**src/rtl/uart_tx_buffered_if.sv**
```systemverilog
// Write-side handshake between the packetizer (master) and the buffered UART transmitter (slave).
interface uart_tx_buffered_if #(
  parameter int unsigned PACKET_SIZE = 8
) ();
  logic                   send_flag;
  logic [PACKET_SIZE-1:0] send_data;
  logic                   sendable;

  modport master (output send_flag, output send_data, input sendable);
  modport slave  (input send_flag, input send_data, output sendable);
endinterface

```
**src/rtl/uart_tx_buffered.sv**
```systemverilog
// FIFO-buffered UART transmitter: start bit, PACKET_SIZE data bits LSB first, STOP_BITS stop bits.
// Frames are sent back to back while words remain queued.
module uart_tx_buffered #(
  parameter int unsigned PACKET_SIZE    = 8,
  parameter int unsigned BAUD_DIV       = 868,
  parameter int unsigned FIFO_DEPTH_BIT = 4,
  parameter int unsigned STOP_BITS      = 1
) (
  input  logic                  CLK,
  input  logic                  RST,
  uart_tx_buffered_if.slave     send_if,
  output logic                  tx,
  output logic                  busy,
  output logic                  overflow
);

  localparam int unsigned Depth = 1 << FIFO_DEPTH_BIT;
  localparam int unsigned CntW  = FIFO_DEPTH_BIT + 1;
  localparam int unsigned BaudW = $clog2(BAUD_DIV);
  localparam int unsigned BitW  = (PACKET_SIZE > 1) ? $clog2(PACKET_SIZE) : 1;

  localparam logic [BaudW-1:0] BaudLast    = BaudW'(BAUD_DIV - 1);
  localparam logic [BitW-1:0]  BitLast     = BitW'(PACKET_SIZE - 1);
  localparam logic             StopLast    = 1'(STOP_BITS - 1);
  localparam logic [CntW-1:0]  DepthC      = CntW'(Depth);
  localparam logic [CntW-1:0]  SendableMax = CntW'(Depth - 2);

  typedef enum logic [1:0] {StIdle, StStart, StData, StStop} state_e;

  state_e                      state_q, state_d;
  logic [PACKET_SIZE-1:0]      mem [Depth];
  logic [FIFO_DEPTH_BIT-1:0]   wr_ptr_q, wr_ptr_d, rd_ptr_q, rd_ptr_d;
  logic [CntW-1:0]             count_q, count_d;
  logic                        overflow_q, overflow_d;
  logic                        tx_q, tx_d;
  logic [PACKET_SIZE-1:0]      sh_q, sh_d, sh_shift;
  logic [BaudW-1:0]            baud_q, baud_d;
  logic [BitW-1:0]             bit_q, bit_d;
  logic                        stop_q, stop_d;
  logic                        push, pop, baud_end, fifo_nonempty;

  assign baud_end      = (baud_q == BaudLast);
  assign fifo_nonempty = (count_q != '0);
  assign sh_shift      = sh_q >> 1;

  always_ff @(posedge CLK) begin
    if (!RST) begin
      state_q    <= StIdle;
      wr_ptr_q   <= '0;
      rd_ptr_q   <= '0;
      count_q    <= '0;
      overflow_q <= 1'b0;
      tx_q       <= 1'b1;
      sh_q       <= '0;
      baud_q     <= '0;
      bit_q      <= '0;
      stop_q     <= 1'b0;
    end else begin
      state_q    <= state_d;
      wr_ptr_q   <= wr_ptr_d;
      rd_ptr_q   <= rd_ptr_d;
      count_q    <= count_d;
      overflow_q <= overflow_d;
      tx_q       <= tx_d;
      sh_q       <= sh_d;
      baud_q     <= baud_d;
      bit_q      <= bit_d;
      stop_q     <= stop_d;
    end
  end

  // Storage needs no reset; pointers and count define which entries are valid.
  always_ff @(posedge CLK) begin
    if (RST && push) begin
      mem[wr_ptr_q] <= send_if.send_data;
    end
  end

  always_comb begin
    state_d = state_q;
    unique case (state_q)
      StIdle:  if (fifo_nonempty) state_d = StStart;
      StStart: if (baud_end) state_d = StData;
      StData:  if (baud_end && bit_q == BitLast) state_d = StStop;
      StStop: begin
        if (baud_end && stop_q == StopLast) state_d = fifo_nonempty ? StStart : StIdle;
      end
      default: state_d = StIdle;
    endcase
  end

  always_comb begin
    pop    = 1'b0;
    tx_d   = tx_q;
    sh_d   = sh_q;
    baud_d = baud_q + 1'b1;
    bit_d  = bit_q;
    stop_d = stop_q;
    unique case (state_q)
      StIdle: begin
        baud_d = '0;
        tx_d   = 1'b1;
        if (fifo_nonempty) begin
          pop  = 1'b1;
          sh_d = mem[rd_ptr_q];
          tx_d = 1'b0;
        end
      end
      StStart: begin
        if (baud_end) begin
          baud_d = '0;
          tx_d   = sh_q[0];
          bit_d  = '0;
        end
      end
      StData: begin
        if (baud_end) begin
          baud_d = '0;
          if (bit_q == BitLast) begin
            tx_d   = 1'b1;
            stop_d = 1'b0;
          end else begin
            sh_d  = sh_shift;
            tx_d  = sh_shift[0];
            bit_d = bit_q + 1'b1;
          end
        end
      end
      StStop: begin
        if (baud_end) begin
          baud_d = '0;
          if (stop_q == StopLast) begin
            // Chain straight into the next start bit so frames have no idle gap.
            if (fifo_nonempty) begin
              pop  = 1'b1;
              sh_d = mem[rd_ptr_q];
              tx_d = 1'b0;
            end
          end else begin
            stop_d = stop_q + 1'b1;
          end
        end
      end
      default: begin
        tx_d   = 1'b1;
        baud_d = '0;
      end
    endcase
  end

  // A pop frees a slot on the same edge, so a full FIFO still accepts a word then.
  always_comb begin
    push       = send_if.send_flag && ((count_q < DepthC) || pop);
    wr_ptr_d   = push ? wr_ptr_q + 1'b1 : wr_ptr_q;
    rd_ptr_d   = pop ? rd_ptr_q + 1'b1 : rd_ptr_q;
    overflow_d = overflow_q | (send_if.send_flag & ~push);
    count_d    = count_q;
    if (push && !pop) count_d = count_q + 1'b1;
    else if (pop && !push) count_d = count_q - 1'b1;
  end

  assign tx               = tx_q;
  assign busy             = (state_q != StIdle) || fifo_nonempty;
  assign overflow         = overflow_q;
  assign send_if.sendable = (count_q <= SendableMax);

endmodule
```
**src/flat_wrapper.sv**
```systemverilog
// flat-port wrapper written by rule: the top's interface ports become plain ports
module uart_tx_buffered_flat 
#(
  parameter int unsigned PACKET_SIZE    = 8,
  parameter int unsigned BAUD_DIV       = 868,
  parameter int unsigned FIFO_DEPTH_BIT = 4,
  parameter int unsigned STOP_BITS      = 1
)
  (CLK, RST, tx, busy, overflow, send_if_send_flag, send_if_send_data, send_if_sendable);
  uart_tx_buffered_if #(.PACKET_SIZE(PACKET_SIZE)) send_if_i ();
  input  logic CLK;
  input  logic RST;
  output logic tx;
  output logic busy;
  output logic overflow;
  input wire logic [$bits(send_if_i.send_flag)-1:0] send_if_send_flag;
  input wire logic [$bits(send_if_i.send_data)-1:0] send_if_send_data;
  output wire logic [$bits(send_if_i.sendable)-1:0] send_if_sendable;
  assign send_if_i.send_flag = send_if_send_flag;
  assign send_if_i.send_data = send_if_send_data;
  assign send_if_sendable = send_if_i.sendable;
  uart_tx_buffered #(.PACKET_SIZE(PACKET_SIZE), .BAUD_DIV(BAUD_DIV), .FIFO_DEPTH_BIT(FIFO_DEPTH_BIT), .STOP_BITS(STOP_BITS)) u_core (.CLK(CLK), .RST(RST), .send_if(send_if_i), .tx(tx), .busy(busy), .overflow(overflow));
endmodule
```
**config.mk**
```make
export PLATFORM = sky130hd
export DESIGN_NAME = uart_tx_buffered_flat
export DESIGN_NICKNAME = d
export VERILOG_FILES = /design/src/rtl/uart_tx_buffered_if.sv /design/src/rtl/uart_tx_buffered.sv /design/src/flat_wrapper.sv
export SDC_FILE = /design/constraint.sdc
export NUM_CORES = 1
export LEC_CHECK = 0
export BUFFER_PORTS_ARGS = -buffer_cell sky130_fd_sc_hd__buf_4
export CORE_ASPECT_RATIO = 0.75
export CORE_MARGIN = 3
export CORE_UTILIZATION = 28
export DETAILED_ROUTE_END_ITERATION = 7
export SETUP_SLACK_MARGIN = 0.1
export SLEW_MARGIN = 20
export SYNTH_ARGS = -nofsm -noshare
export SYNTH_HDL_FRONTEND = slang
export SYNTH_SLANG_ARGS = --single-unit
export TNS_END_PERCENT = 10
```
**constraint.sdc**
```tcl
create_clock -name CLK -period 2.94 [get_ports CLK]
set_clock_uncertainty 0.05 [all_clocks]
set_input_delay 0.441 -clock CLK [delete_from_list [all_inputs] [get_ports CLK]]
set_output_delay 0.441 -clock CLK [all_outputs]
set_load 0.03 [all_outputs]
```
---- Yosys cells after proc, flatten, opt, wreduce, memory -nomap -nowiden ----
Memories as Yosys holds them, arrays and structs flattened. A register that Yosys moved wholly into a read port is not among the register bits.
Cells that the tools add are included.
storage, ports and cells
  bits in writable memories ............... 128
  bits of input ports ..................... 11
  register bits ........................... 39
  output and inout port bits .............. 4
  logic and storage cells ................. 103
  memories kept ........................... 1
operators by class
  add/subtract/negate cells ............... 7
  order comparisons ....................... 2
  equal/unequal tests ..................... 15
  reduce and logical (&&, ||, !) cells .... 23
  bitwise logic cells ..................... 4
  muxes and demuxes ....................... 41
memory list
  name        depth  width  rd ports  clocked after Yosys merged registers in  wr ports  RTL line                text
  u_core.mem  16     8      1         1                                        1         uart_tx_buffered.sv:31  logic [PACKET_SIZE-1:0] mem [Depth];
operator list
  cell                                                 number
  two-way mux 8 bit                                    5
  one-hot mux 8 bit (3 select lines)                   1
  one-hot mux 10 bit (2 select lines)                  1
  two-way mux 1 bit                                    17
  != test 2 x 1 -> 1 bit, second input constant        8
  AND reduction 4 bit                                  3
  adder 10 x 1 -> 10 bit, second input constant        1
  == test 10 bit, second input constant                1
  two-way mux 10 bit                                   1
  two-way mux 5 bit                                    2
  AND reduction 5 bit                                  2
  two-way mux 3 bit                                    3
  adder 4 x 1 -> 4 bit, second input constant          2
  two-way mux 2 bit                                    4
  two-way mux 4 bit                                    2
  one-hot mux 2 bit (4 select lines)                   1
  nonzero test 2 bit                                   4
  logical AND 1 bit                                    6
  one-hot mux 3 bit (2 select lines)                   1
  adder 5 x 1 -> 5 bit, second input constant          1
  <= comparator 5 x 4 -> 1 bit, second input constant  1
  less-than comparator 5 bit, second input constant    1
  nonzero test 5 bit                                   1
  subtractor 5 x 1 -> 5 bit, second input constant     1
  16 further kinds                                     22

---- Depth between registers and ports, before layout ----
Gate-level depths: netlist (run 1).
  depth after elaboration ................. 11
  mapped depth ............................ 14
  depth with buffers taken out ............ 13

---- Least setup slack after synthesis (run 1) ----
OpenSTA, ideal clock, no wires.
  path type ............................... flip-flop to flip-flop
  from .................................... register u_core.baud_q[0]
  to ...................................... register u_core.count_q[4]
  buffers on the path ..................... 1
  data arrival time ....................... 3.013 ns
  clock period less this slack ............ 3.133 ns
  library setup time ...................... 0.070 ns
  cell stages (with the launch flop) ...... 14
  slack ................................... -0.193 ns
  path through ............................ dfxtp_1 -> ha_1 -> or3b_2 -> nor4_1 -> o21a_1 -> buf_4 -> ha_1 -> inv_1 -> fa_1 -> a21o_1 -> a21oi_1 -> xnor2_1 -> or3_1 -> a21oi_1
between the ends
  word-level cells in the longest chain between the ends .. 8
RTL lines
  item                                  RTL line                 text
  start: declaration                    uart_tx_buffered.sv:37   logic [BaudW-1:0] baud_q, baud_d;
  start signal: assignment              uart_tx_buffered.sv:66   baud_q <= baud_d;
  == test 10 bit *                      uart_tx_buffered.sv:42   assign baud_end = (baud_q == BaudLast);
  two-way mux 1 bit *                   uart_tx_buffered.sv:130  if (baud_end) begin
  one-hot mux 1 bit (2 select lines) *  uart_tx_buffered.sv:99   unique case (state_q)
  logical OR 1 bit                      uart_tx_buffered.sv:153  push = send_if.send_flag && ((count_q < DepthC) || pop);
  logical AND 1 bit                     uart_tx_buffered.sv:153
  zero test 1 bit                       uart_tx_buffered.sv:159  else if (pop && !push) count_d = count_q - 1'b1;
  logical AND 1 bit                     uart_tx_buffered.sv:159
  nonzero test 2 bit (no line)          --
  end signal: assignment                uart_tx_buffered.sv:62   count_q <= count_d;
  end: declaration                      uart_tx_buffered.sv:33   logic [CntW-1:0] count_q, count_d;
Every way passes the cells marked *; elsewhere a longest branch is shown, timed or not.
A chain may end at the register's enable or synchronous reset.

---- Worst setup path in the final report (run 1) ----
  from .................................... register u_core.baud_q[1]
  to ...................................... register u_core.count_q[4]
The elaborated chain is that of the path after synthesis.

==> out/qor.csv, run 1 <==
stage,metric,value,unit
outcome,status,completed,
clock_network,clock_latency,440,ps
global_routing,grt_start_max_net_pins,33,
run,maxCapViolCount,0,
drt,remaining_drc_errors,0,
synth,syn_inst,459,
pwr,pwr-share-seq,39.4,%
floorplanning,num_io_pins,15,
layout,drive_gt1_share,28.4,%
global_routing,grt_first_pass_wirelength,23800,um
clock_network,clkTransAtPathRegs,70,ps
clock_network,cts_root_buf,clkbuf_16,
pwr,vdd_ir_drop_max,0.427,mV
timing,setup_violations,0,
drt,routed_via_density,4.82,
place,place.gp.congestion,0.766,
floorplanning,core,24300,sq um
timing,min_period,2820,ps
synth,synth-seq-cells,170,
floorplanning,dieArea,27100,sq um
worst_setup_path,path_buf_inv,1,
drt,vias,4121,
worst_setup_path,timing.rr.start,u_core.baud_q[1],
pwr,swShare,30.9,%
pwr,combPwrFrac,30.3,%
timing,hold_viol,0,
timing,slew_violations,0,
synth,synth_flop_cell,edfxtp_1,
timing,relSlewSlack,51.1,%
pwr,clkPwrFrac,30.3,%
pwr,p_int,0.00499,W
worst_setup_path,slowest_stage,or3b_4,
worst_setup_path,cp_common_cell,ha_4,
timing,fin_crit_sh,95.8,%
floorplanning,fp.dieW,189,um
layout,layout.nets,541,
synth,syn_area_per_cell,15.4,sq um
global_routing,grt.overflow.total,0,
synth,synth_edf_count,128,
drt,antenna_left,0,
synth,ys_warn_count,0,
synth,ys_async_sr_fraction,0,%
worst_setup_path,cp-start-kind,flop,
drt,wire_per_inst,17.6,um
worst_hold_path,hp-start,send_if_send_flag,
worst_setup_path,startpoint,u_core.baud_q[1],
timing,max_freq,355,MHz
worst_setup_path,cpPeakStageDelay,400,ps
pwr,p_per_area,851,nW/um^2
global_routing,grt_pass1_vias,4269,
layout,final_cells,855,
synth,seq_area_frac_synth,66.4,%
global_routing,antenna_found_initial,0,
synth,syn-cell-area,7050,sq um
place,port_buffers,14,
layout,finish.utilization,34.9,%
timing,rsz0062_at_grt,yes,
drt,first_iter_violations,403,
clock_network,cts_max_level,4,
floorplanning,row_count,49,
clock_network,clock-sinks,170,
floorplanning,die_y,143,um
drt,routed_wl,15100,um
worst_setup_path,path_delay_family,simple AND/OR/NAND/NOR gates,
pwr,p_leak,2.82,nW
clock_network,clk_path_buf_depth,2,
worst_setup_path,crit_chain,ha_4 -> or3b_4 -> nor4_4 -> o21a_1 -> ha_4 -> inv_4 -> fa_2 -> a21o_1 -> a21oi_2 -> xnor2_2 -> or3_1 -> a21oi_1,
layout,mostFrequentLayoutCell,edfxtp_1,
worst_setup_path,worstSetupPathType,flop to flop,
global_routing,track_usage,11.7,%
clock_network,cts_tree,yes,
layout,syn_to_final_growth,20.4,%
worst_setup_path,cp_max_fo,4,
worst_setup_path,cp_data_required_time,3240,ps
worst_setup_path,cp.arrival,3120,ps
synth,yosys-top-cells-area,"edfxtp_1 55%, dfxtp_1 12%, mux4_2 11%",
timing,tightest_slew,728,ps
worst_hold_path,hold_path.class,primary input to flop,
worst_setup_path,crit_path_end_kind,flop,
synth,yosys.area.top_type_share,54.5,%
layout,num_antenna_cells,0,
synth,yosys.area.top_type,edfxtp_1,
synth,synth_cell_types,51,
layout,final_cell_mix,"128 x edfxtp_1, 53 x buf_4, 50 x nor2_1",
place,dp.cells,816,
synth,syn_nets,489,
place,hpwl,9910,um
floorplanning,initial_utilization,29.0,%
drt,first_pass_iters,5,
pwr,p_sw,0.00224,W
clock_network,cts_inserted_buffers,17,
==> power by group through the flow <==
| stage | clock (W) | sequential [W] | combinational [W] |
|---|---|---|---|
| 3_5_place_dp | 0 | 0.00289 | 0.00204 |
| 6_report | 0.00219 | 0.00285 | 0.00219 |
| 4_1_cts | 0.00223 | 0.00284 | 0.00209 |
| 3_3_place_gp | 0 | 0.00288 | 0.00194 |
| 5_1_grt | 0.00235 | 0.00287 | 0.00239 |
| 2_1_floorplan | 0 | 0.00288 | 0.00146 |
==> worst paths after layout <==
path,endpoint,slack (ps),cells after the start
max reg2reg,u_core.count_q[4],120,12
min reg2reg,u_core.tx,430,2
max,u_core.count_q[4],120,12
min,u_core.overflow,230,3
==> final cells by class <==
class | instances | area, sq um
sequential | 170 | 4700
multi-input combinational | 258 | 2340
clock inverter | 15 | 153
timing repair buffer | 54 | 418
tap | 331 | 414
inverter | 10 | 42.5
fill | 2277 | 15900
clock buffer | 17 | 425
==> worst register-to-register path, cell delays in order, from the launching register on <==
cell	delay (ps)
dfxtp_4	360
ha_4	130
or3b_4	400
nor4_4	150
o21a_1	210
ha_4	170
inv_4	50
fa_2	350
a21o_1	180
a21oi_2	160
xnor2_2	80
or3_1	320
a21oi_1	140
==> metrics by stage <==
stage,hold slack (ps),total power [W],setup TNS (ps),instance area [sq um],worst slack (ps)
detailed placement,374,0.00493,-15.2,7780,-15.2
global placement,367,0.00481,0,7780,96.8
global route,239,0.00761,0,8490,26.2
finish,225,0.00722,0,8490,123
floorplan,358,0.00434,0,7110,144
CTS,207,0.00716,0,8390,53.1
==> routing by layer <==
layer | vias up | track usage (%) | wire [um]
met4 | 0 | 5.17 | 340
met3 | 27 | 3.22 | 775
met2 | 99 | 18.4 | 7190
met1 | 2110 | 15.3 | 6760
met5 | - | 0 | 0
li1 | 1885 | - | -
==> sequential cells by signal, summed over array words and instances, names as in the netlist, named ones only <==
register         count
u_core.overflow      1
u_core.tx            1
u_core.count_q       5
u_core.wr_ptr_q      4
u_core.mem         128
u_core.bit_q         3
u_core.rd_ptr_q      4
u_core.state_q       2
u_core.sh_q          8
u_core.baud_q       10
==> synthesized netlist by cell type (2+ instances only) <==
cell	instances
nand4_1	5
nand3b_1	3
mux2i_1	7
buf_4	4
o21a_1	3
dfxtp_1	42
edfxtp_1	128
a41oi_1	2
a21oi_1	14
a21o_1	2
nand3_1	12
or2_2	2
a31oi_1	3
nor2_1	51
xor2_1	4
nand2b_1	5
nand2_1	15
nor2b_1	3
clkbuf_1	8
and2_1	2
o21ai_0	7
nor3_1	12
nor4_1	2
buf_2	7
or3_1	2
ha_1	18
mux4_2	33
a211oi_1	9
buf_1	2
xnor2_1	10
inv_1	8
a22oi_1	15
==> repair_timing <==
item	in CTS	in global routing
gates resized for setup	4	15
setup buffers	3	4
setup endpoints to repair	1	2
hold buffers	0	0
pin swaps	2	5
==> cells by family after synthesis <==
group           synth area share [%]
xor+xnor                        1.74
fa+ha+maj                       3.48
compound gates                  6.21
flops                           66.4
buf+inv                         1.99
simple gates                    8.46
mux                             11.7
(Power assumes the default switching activity.)
==> run 2, diff against run 1 <==
--- a/config.mk
+++ b/config.mk
@@ -6,8 +6,8 @@
 export NUM_CORES = 1
 export LEC_CHECK = 0
 export BUFFER_PORTS_ARGS = -buffer_cell sky130_fd_sc_hd__buf_4
+export CAP_MARGIN = 25
 export CORE_ASPECT_RATIO = 0.75
-export CORE_MARGIN = 3
 export CORE_UTILIZATION = 28
 export DETAILED_ROUTE_END_ITERATION = 7
 export SETUP_SLACK_MARGIN = 0.1
==> run 2 against run 1 <==
Effect of this change: final cell count decreased by 0.23%; critical path depth is the same; clock power decreased by 4%; final area is 0.66% lower; die area down 4.8%; sequential power hardly changed; largest cell class unchanged; largest power group unchanged; highest routed layer unchanged.
==> out/qor.csv, run 2 (synthesized netlist as in run 1, its figures left out) <==
stage,metric,value,unit,change
pwr,vdd_ir_drop_max,0.422,mV,was 0.427 mV
layout,multi_input_area,2310,sq um,was 2340 sq um
clock_network,clk_path_buf_depth,2,,unchanged
worst_setup_path,cp-start-kind,flop,,unchanged
global_routing,grt.overflow.total,0,,unchanged
global_routing,track_usage,12.2,%,was 11.7%
timing,relSlewSlack,47.6,%,was 51.1%
pwr,pwr-share-seq,40.1,%,was 39.4%
global_routing,grt_start_max_net_pins,33,,unchanged
run,maxCapViolCount,0,,unchanged
place,port_buffers,14,,unchanged
drt,vias,3994,,"was 4,121"
layout,num_antenna_cells,0,,unchanged
worst_setup_path,cp_data_required_time,3220,ps,was 3240 ps
clock_network,cts_root_buf,clkbuf_16,,unchanged
place,place.gp.congestion,0.791,,was 0.766
timing,fin_setup_tns,0,ps,unchanged
drt,routed_via_density,4.68,,was 4.82
floorplanning,fp.dieW,185,um,was 189 um
worst_setup_path,timing.rr.start,u_core.baud_q[1],,unchanged
global_routing,antenna_found_initial,0,,unchanged
drt,routed_wl,14700,um,"was 15,100 um"
timing,setup_ws,48.6,ps,was 123 ps
timing,max_freq,346,MHz,was 355 MHz
layout,reg_top3,"u_core.mem: 128 flops, u_core.baud_q: 10 flops, u_core.sh_q: 8 flops",,unchanged
drt,wire_per_inst,17.2,um,was 17.6 um
floorplanning,core,24300,sq um,unchanged
floorplanning,die_y,139,um,was 143 um
timing,fin_crit_sh,98.3,%,was 95.8%
pwr,p_per_area,838,nW/um^2,was 851 nW/um^2
worst_setup_path,cp.arrival,3170,ps,was 3120 ps
clock_network,cts_inserted_buffers,17,,unchanged
timing,rsz0062_at_grt,yes,,unchanged
floorplanning,initial_utilization,29.0,%,unchanged
clock_network,clock-sinks,170,,unchanged
worst_setup_path,rr_worst_depth,12,,unchanged
place,hpwl,9670,um,was 9910 um
layout,syn_to_final_growth,19.6,%,was 20.4%
pwr,combPwrFrac,30.0,%,was 30.3%
layout,largest_reg_flops,128,,unchanged
layout,final_cell_mix,"128 x edfxtp_1, 53 x buf_4, 51 x nor2_1",,"was 128 x edfxtp_1, 53 x buf_4, 50 x nor2_1"
layout,largest-register,u_core.mem,,unchanged
layout,seq_area,4690,sq um,was 4700 sq um
timing,min_period,2890,ps,was 2820 ps
clock_network,cts_max_level,4,,unchanged
pwr,p_int,0.00498,W,was 0.00499 W
drt,antenna_left,0,,unchanged
pwr,p_leak,2.79,nW,was 2.82 nW
timing,slew_violations,0,,unchanged
timing,setup_violations,0,,unchanged
worst_setup_path,ff2ff_setup_slack,50,ps,was 120 ps
timing,hold_viol,0,,unchanged
worst_hold_path,hold_path.class,primary input to flop,,unchanged
clock_network,cts_tree,yes,,unchanged
outcome,status,completed,,unchanged
worst_hold_path,hold_end,u_core.overflow,,unchanged
pwr,clkPwrFrac,29.8,%,was 30.3%
timing,tightest_slew,782,ps,was 728 ps
worst_setup_path,cp_max_fo,4,,unchanged
layout,fill_cells,2321,,"was 2,277"
layout,mostFrequentLayoutCell,edfxtp_1,,unchanged
layout,drive_gt1_share,26.8,%,was 28.4%
worst_hold_path,hp-start,send_if_send_flag,,unchanged
pwr,p_sw,0.00208,W,was 0.00224 W
pwr,swShare,29.5,%,was 30.9%
floorplanning,dieArea,25800,sq um,"was 27,100 sq um"
layout,layout.nets,541,,unchanged
timing,worst_hold_slack,239,ps,was 225 ps
clock_network,clkTransAtPathRegs,60,ps,was 70 ps
worst_setup_path,worstSetupPathType,flop to flop,,unchanged
floorplanning,row_count,49,,unchanged
place,pre_cts_slack,-11.6,ps,was -15.2 ps
global_routing,grt_pass1_vias,4162,,"was 4,269"
worst_hold_path,hold_depth,3,,unchanged
drt,remaining_drc_errors,0,,unchanged
global_routing,grt_first_pass_wirelength,23200,um,"was 23,800 um"
worst_setup_path,reg2reg_to,u_core.count_q[4],,unchanged
worst_setup_path,crit_path_end_kind,flop,,unchanged
drt,first_iter_violations,345,,was 403
clock_network,clock_latency,420,ps,was 440 ps
floorplanning,num_io_pins,15,,unchanged
drt,first_pass_iters,4,,was 5
## run 2: critical path, stage by stage (launching register included)
cell and delay (ps):
dfxtp_2 360, ha_4 140, or3b_4 390, nor4_4 160, o21a_1 220, ha_4 170
inv_4 50, fa_2 380, a21o_1 170, a21oi_2 150, xnor2_1 100, or3_1 340
a21oi_2 130
## run 2: worst max-delay path by stage
stage | startpoint | end | slack, ps | cells after the start
after CTS | u_core.baud_q[1] | u_core.count_q[4] | 90 | 12
after detailed placement | u_core.state_q[0] | u_core.count_q[4] | -10 | 13
after global placement | u_core.baud_q[1] | u_core.count_q[4] | 110 | 12
final | u_core.baud_q[1] | u_core.count_q[4] | 50 | 12
after floorplan | u_core.baud_q[1] | u_core.count_q[4] | 140 | 13
after global routing | u_core.baud_q[1] | u_core.count_q[4] | -50 | 12
## run 2: final cells by class
type	count	area share (%)
clock buffers	19	5.13
multi-input cells	258	27.4
well taps	331	4.91
inverters	10	0.475
clock inverters	11	1.47
repair buffers	54	4.96
flip-flops and latches	170	55.6
## run 2: metal layers
metal / vias to the layer above / routed length (um) / GRT usage (%)
met4: 0 / 149 / 4.13
li1: 1883 / - / -
met3: 10 / 726 / 2.51
met1: 2026 / 6590 / 16.6
met2: 75 / 7250 / 19.3
met5: - / 0 / 0
## run 2: what timing repair did
action | 4_1_cts | 5_1_grt
setup buffers | 6 | 0
pin swaps | 5 | 2
gates resized for setup | 7 | 3
endpoints found under the setup margin | 1 | 3
hold buffers | 0 | 0
## run 2: power by group through the flow
stage | clock (W) | sequential [W] | combinational [W]
after floorplan | 0 | 0.00288 | 0.00146
after CTS | 0.00217 | 0.00283 | 0.00212
after detailed placement | 0 | 0.00288 | 0.00204
after global placement | 0 | 0.00287 | 0.00195
after global routing | 0.00226 | 0.00285 | 0.00231
final | 0.00211 | 0.00284 | 0.00212
## run 2: stage by stage
stage	cells	instance area [sq um]	power (W)	util [%]
after floorplan	459	7110	0.00434	-
after detailed placement	817	7790	0.00492	32.0
after global placement	817	7790	0.00482	32.0
after CTS	853	8420	0.00712	34.6
final	853	8430	0.00707	34.6
after global routing	853	8430	0.00742	34.6
==> run 3, diff against run 2 <==
--- a/config.mk
+++ b/config.mk
@@ -8,6 +8,7 @@
 export BUFFER_PORTS_ARGS = -buffer_cell sky130_fd_sc_hd__buf_4
 export CAP_MARGIN = 25
 export CORE_ASPECT_RATIO = 0.75
+export CORE_MARGIN = 8
 export CORE_UTILIZATION = 28
 export DETAILED_ROUTE_END_ITERATION = 7
 export SETUP_SLACK_MARGIN = 0.1
==> run 3 against run 2 <==
Effect of this change: sequential share of layout area is 0.11 points lower; wire length is 0.60% lower; flip-flop and latch count stayed put; non-clock buffer count is 1 lower; setup slack worse by 16 ps; clock-buffer cell count is 2 lower; via count is 0.68% higher; power is 0.99% higher; global-route usage is 2.3 points lower; core utilization is 0.64 points lower; sequential power hardly changed; largest cell class unchanged; largest power group unchanged.
==> out/qor.csv, run 3 (synthesized netlist as in run 1, its figures left out) <==
stage,metric,value,unit,change
outcome,status,completed,,unchanged
timing,slew_violations,0,,unchanged
worst_setup_path,cp_data_required_time,3220,ps,about the same
layout,multi_input_area,2300,sq um,was 2310 sq um
drt,remaining_drc_errors,0,,unchanged
floorplanning,core,24800,sq um,"was 24,300 sq um"
clock_network,clock_latency,420,ps,about the same
layout,layout.nets,540,,was 541
timing,tightest_slew,719,ps,was 782 ps
drt,first_iter_violations,363,,was 345
layout,seq_area,4690,sq um,about the same
global_routing,grt_start_max_net_pins,33,,unchanged
layout,num_antenna_cells,0,,unchanged
global_routing,antenna_found_initial,0,,unchanged
global_routing,track_usage,9.91,%,was 12.2%
drt,wire_per_inst,17.0,um,was 17.2 um
global_routing,grt_first_pass_wirelength,23200,um,about the same
layout,largest_reg_flops,128,,unchanged
floorplanning,dieArea,30600,sq um,"was 25,800 sq um"
worst_setup_path,ff2ff_setup_slack,30,ps,was 50 ps
global_routing,grt_pass1_vias,4186,,"was 4,162"
timing,fin_crit_sh,98.9,%,was 98.3%
layout,finish.utilization,34.0,%,was 34.6%
place,dp.cells,824,,was 817
drt,first_pass_iters,4,,unchanged
worst_setup_path,worstSetupPathType,flop to flop,,unchanged
place,pre_cts_slack,21.7,ps,was -11.6 ps
clock_network,clk_path_buf_depth,2,,unchanged
clock_network,clock-sinks,170,,unchanged
drt,vias,4021,,"was 3,994"
global_routing,grt.overflow.total,0,,unchanged
timing,min_period,2910,ps,was 2890 ps
pwr,p_per_area,845,nW/um^2,was 838 nW/um^2
drt,routed_via_density,4.68,,about the same
clock_network,cts_root_buf,clkbuf_16,,unchanged
worst_setup_path,cp.arrival,3190,ps,was 3170 ps
layout,reg_top3,"u_core.mem: 128 flops, u_core.baud_q: 10 flops, u_core.sh_q: 8 flops",,unchanged
timing,relSlewSlack,51.7,%,was 47.6%
worst_hold_path,hold_path.class,primary input to flop,,unchanged
pwr,vdd_ir_drop_max,0.389,mV,was 0.422 mV
timing,worst_hold_slack,233,ps,was 239 ps
layout,fill_cells,2379,,"was 2,321"
timing,hold_viol,0,,unchanged
timing,rsz0062_at_grt,yes,,unchanged
drt,antenna_left,0,,unchanged
timing,setup_ws,32.1,ps,was 48.6 ps
clock_network,cts_tree,yes,,unchanged
run,maxCapViolCount,0,,unchanged
worst_setup_path,crit_path_end_kind,flop,,unchanged
place,place.gp.congestion,0.776,,was 0.791
timing,setup_violations,0,,unchanged
clock_network,cts_max_level,4,,unchanged
worst_setup_path,cp-start-kind,flop,,unchanged
layout,final_cell_mix,"128 x edfxtp_1, 52 x buf_4, 50 x nor2_1",,"was 128 x edfxtp_1, 53 x buf_4, 51 x nor2_1"
place,hpwl,9900,um,was 9670 um
clock_network,cts_inserted_buffers,17,,unchanged
pwr,p_leak,2.80,nW,was 2.79 nW
timing,max_freq,344,MHz,was 346 MHz
layout,largest-register,u_core.mem,,unchanged
floorplanning,row_count,50,,was 49
layout,syn_to_final_growth,19.7,%,was 19.6%
layout,mostFrequentLayoutCell,edfxtp_1,,unchanged
clock_network,clkTransAtPathRegs,70,ps,was 60 ps
floorplanning,initial_utilization,28.4,%,was 29.0%
layout,drive_gt1_share,27.0,%,was 26.8%
floorplanning,num_io_pins,15,,unchanged
place,port_buffers,14,,unchanged
drt,routed_wl,14600,um,"was 14,700 um"
layout,final_cells,860,,was 853
floorplanning,fp.dieW,199,um,was 185 um
floorplanning,die_y,153,um,was 139 um
worst_setup_path,cp_max_fo,4,,unchanged
[run 3: changes by cell type in the layout (fill, tap and decap cells not counted), moves of 2 or more]
cell | previous run | this run
clkbuf_1 | 2 | 0
clkinv_4 | 3 | 1
dfxtp_1 | 37 | 39
dfxtp_2 | 5 | 3
inv_6 | 1 | 4
inv_8 | 0 | 6
[run 3: metrics by stage]
step	setup TNS (ps)	area (sq um)	total power, W
after floorplan	0	7110	0.00434
after global placement	0	7800	0.00482
after detailed placement	0	7800	0.00493
after CTS	0	8390	0.00713
after global routing	-77.9	8440	0.00748
final	0	8440	0.00714
[run 3: cell type report]
cell class | instances | area share (%)
inverters | 10 | 0.474
clock buffers | 17 | 5.04
multi-input cells | 258 | 27.3
flip-flops and latches | 170 | 55.5
repair buffers | 53 | 4.86
well taps | 338 | 5.01
clock inverters | 14 | 1.82
[run 3: where the power goes]
part / internal (W) / switching [W] / leakage [nW]
registers: 0.00273 / 0.000118 / 1.50
logic: 0.00101 / 0.00109 / 1.02
clock network: 0.00121 / 0.000986 / 0.286
total: 0.00495 / 0.00219 / 2.80
[run 3: path summary, 6_finish.rpt]
kind,startpoint,to,cells after the start
min,send_if_send_flag,u_core.overflow,3
max,u_core.baud_q[1],u_core.count_q[4],12
min reg2reg,u_core.overflow,u_core.overflow,2
max reg2reg,u_core.baud_q[1],u_core.count_q[4],12
[run 3: critical path: stages, from the launching register on]
cell	delay, ps
dfxtp_2	370
ha_4	140
or3b_4	400
nor4_4	220
o21a_1	210
ha_4	170
inv_4	50
fa_2	390
a21o_1	180
a21oi_2	120
xnor2_1	90
or3_1	300
a21oi_1	130
[run 3: routing by layer]
layer,GRT usage [%],wire length (um)
met1,13.1,6720
met2,15.7,7020
met3,2.15,677
met4,3.56,201
met5,0,0
[run 3: timing repair]
item,4_1_cts,5_1_grt
hold buffers,0,0
buffers inserted,1,4
pin swaps,1,8
endpoints found under the setup margin,1,2
gates resized for setup,5,3
gates cloned,0,0
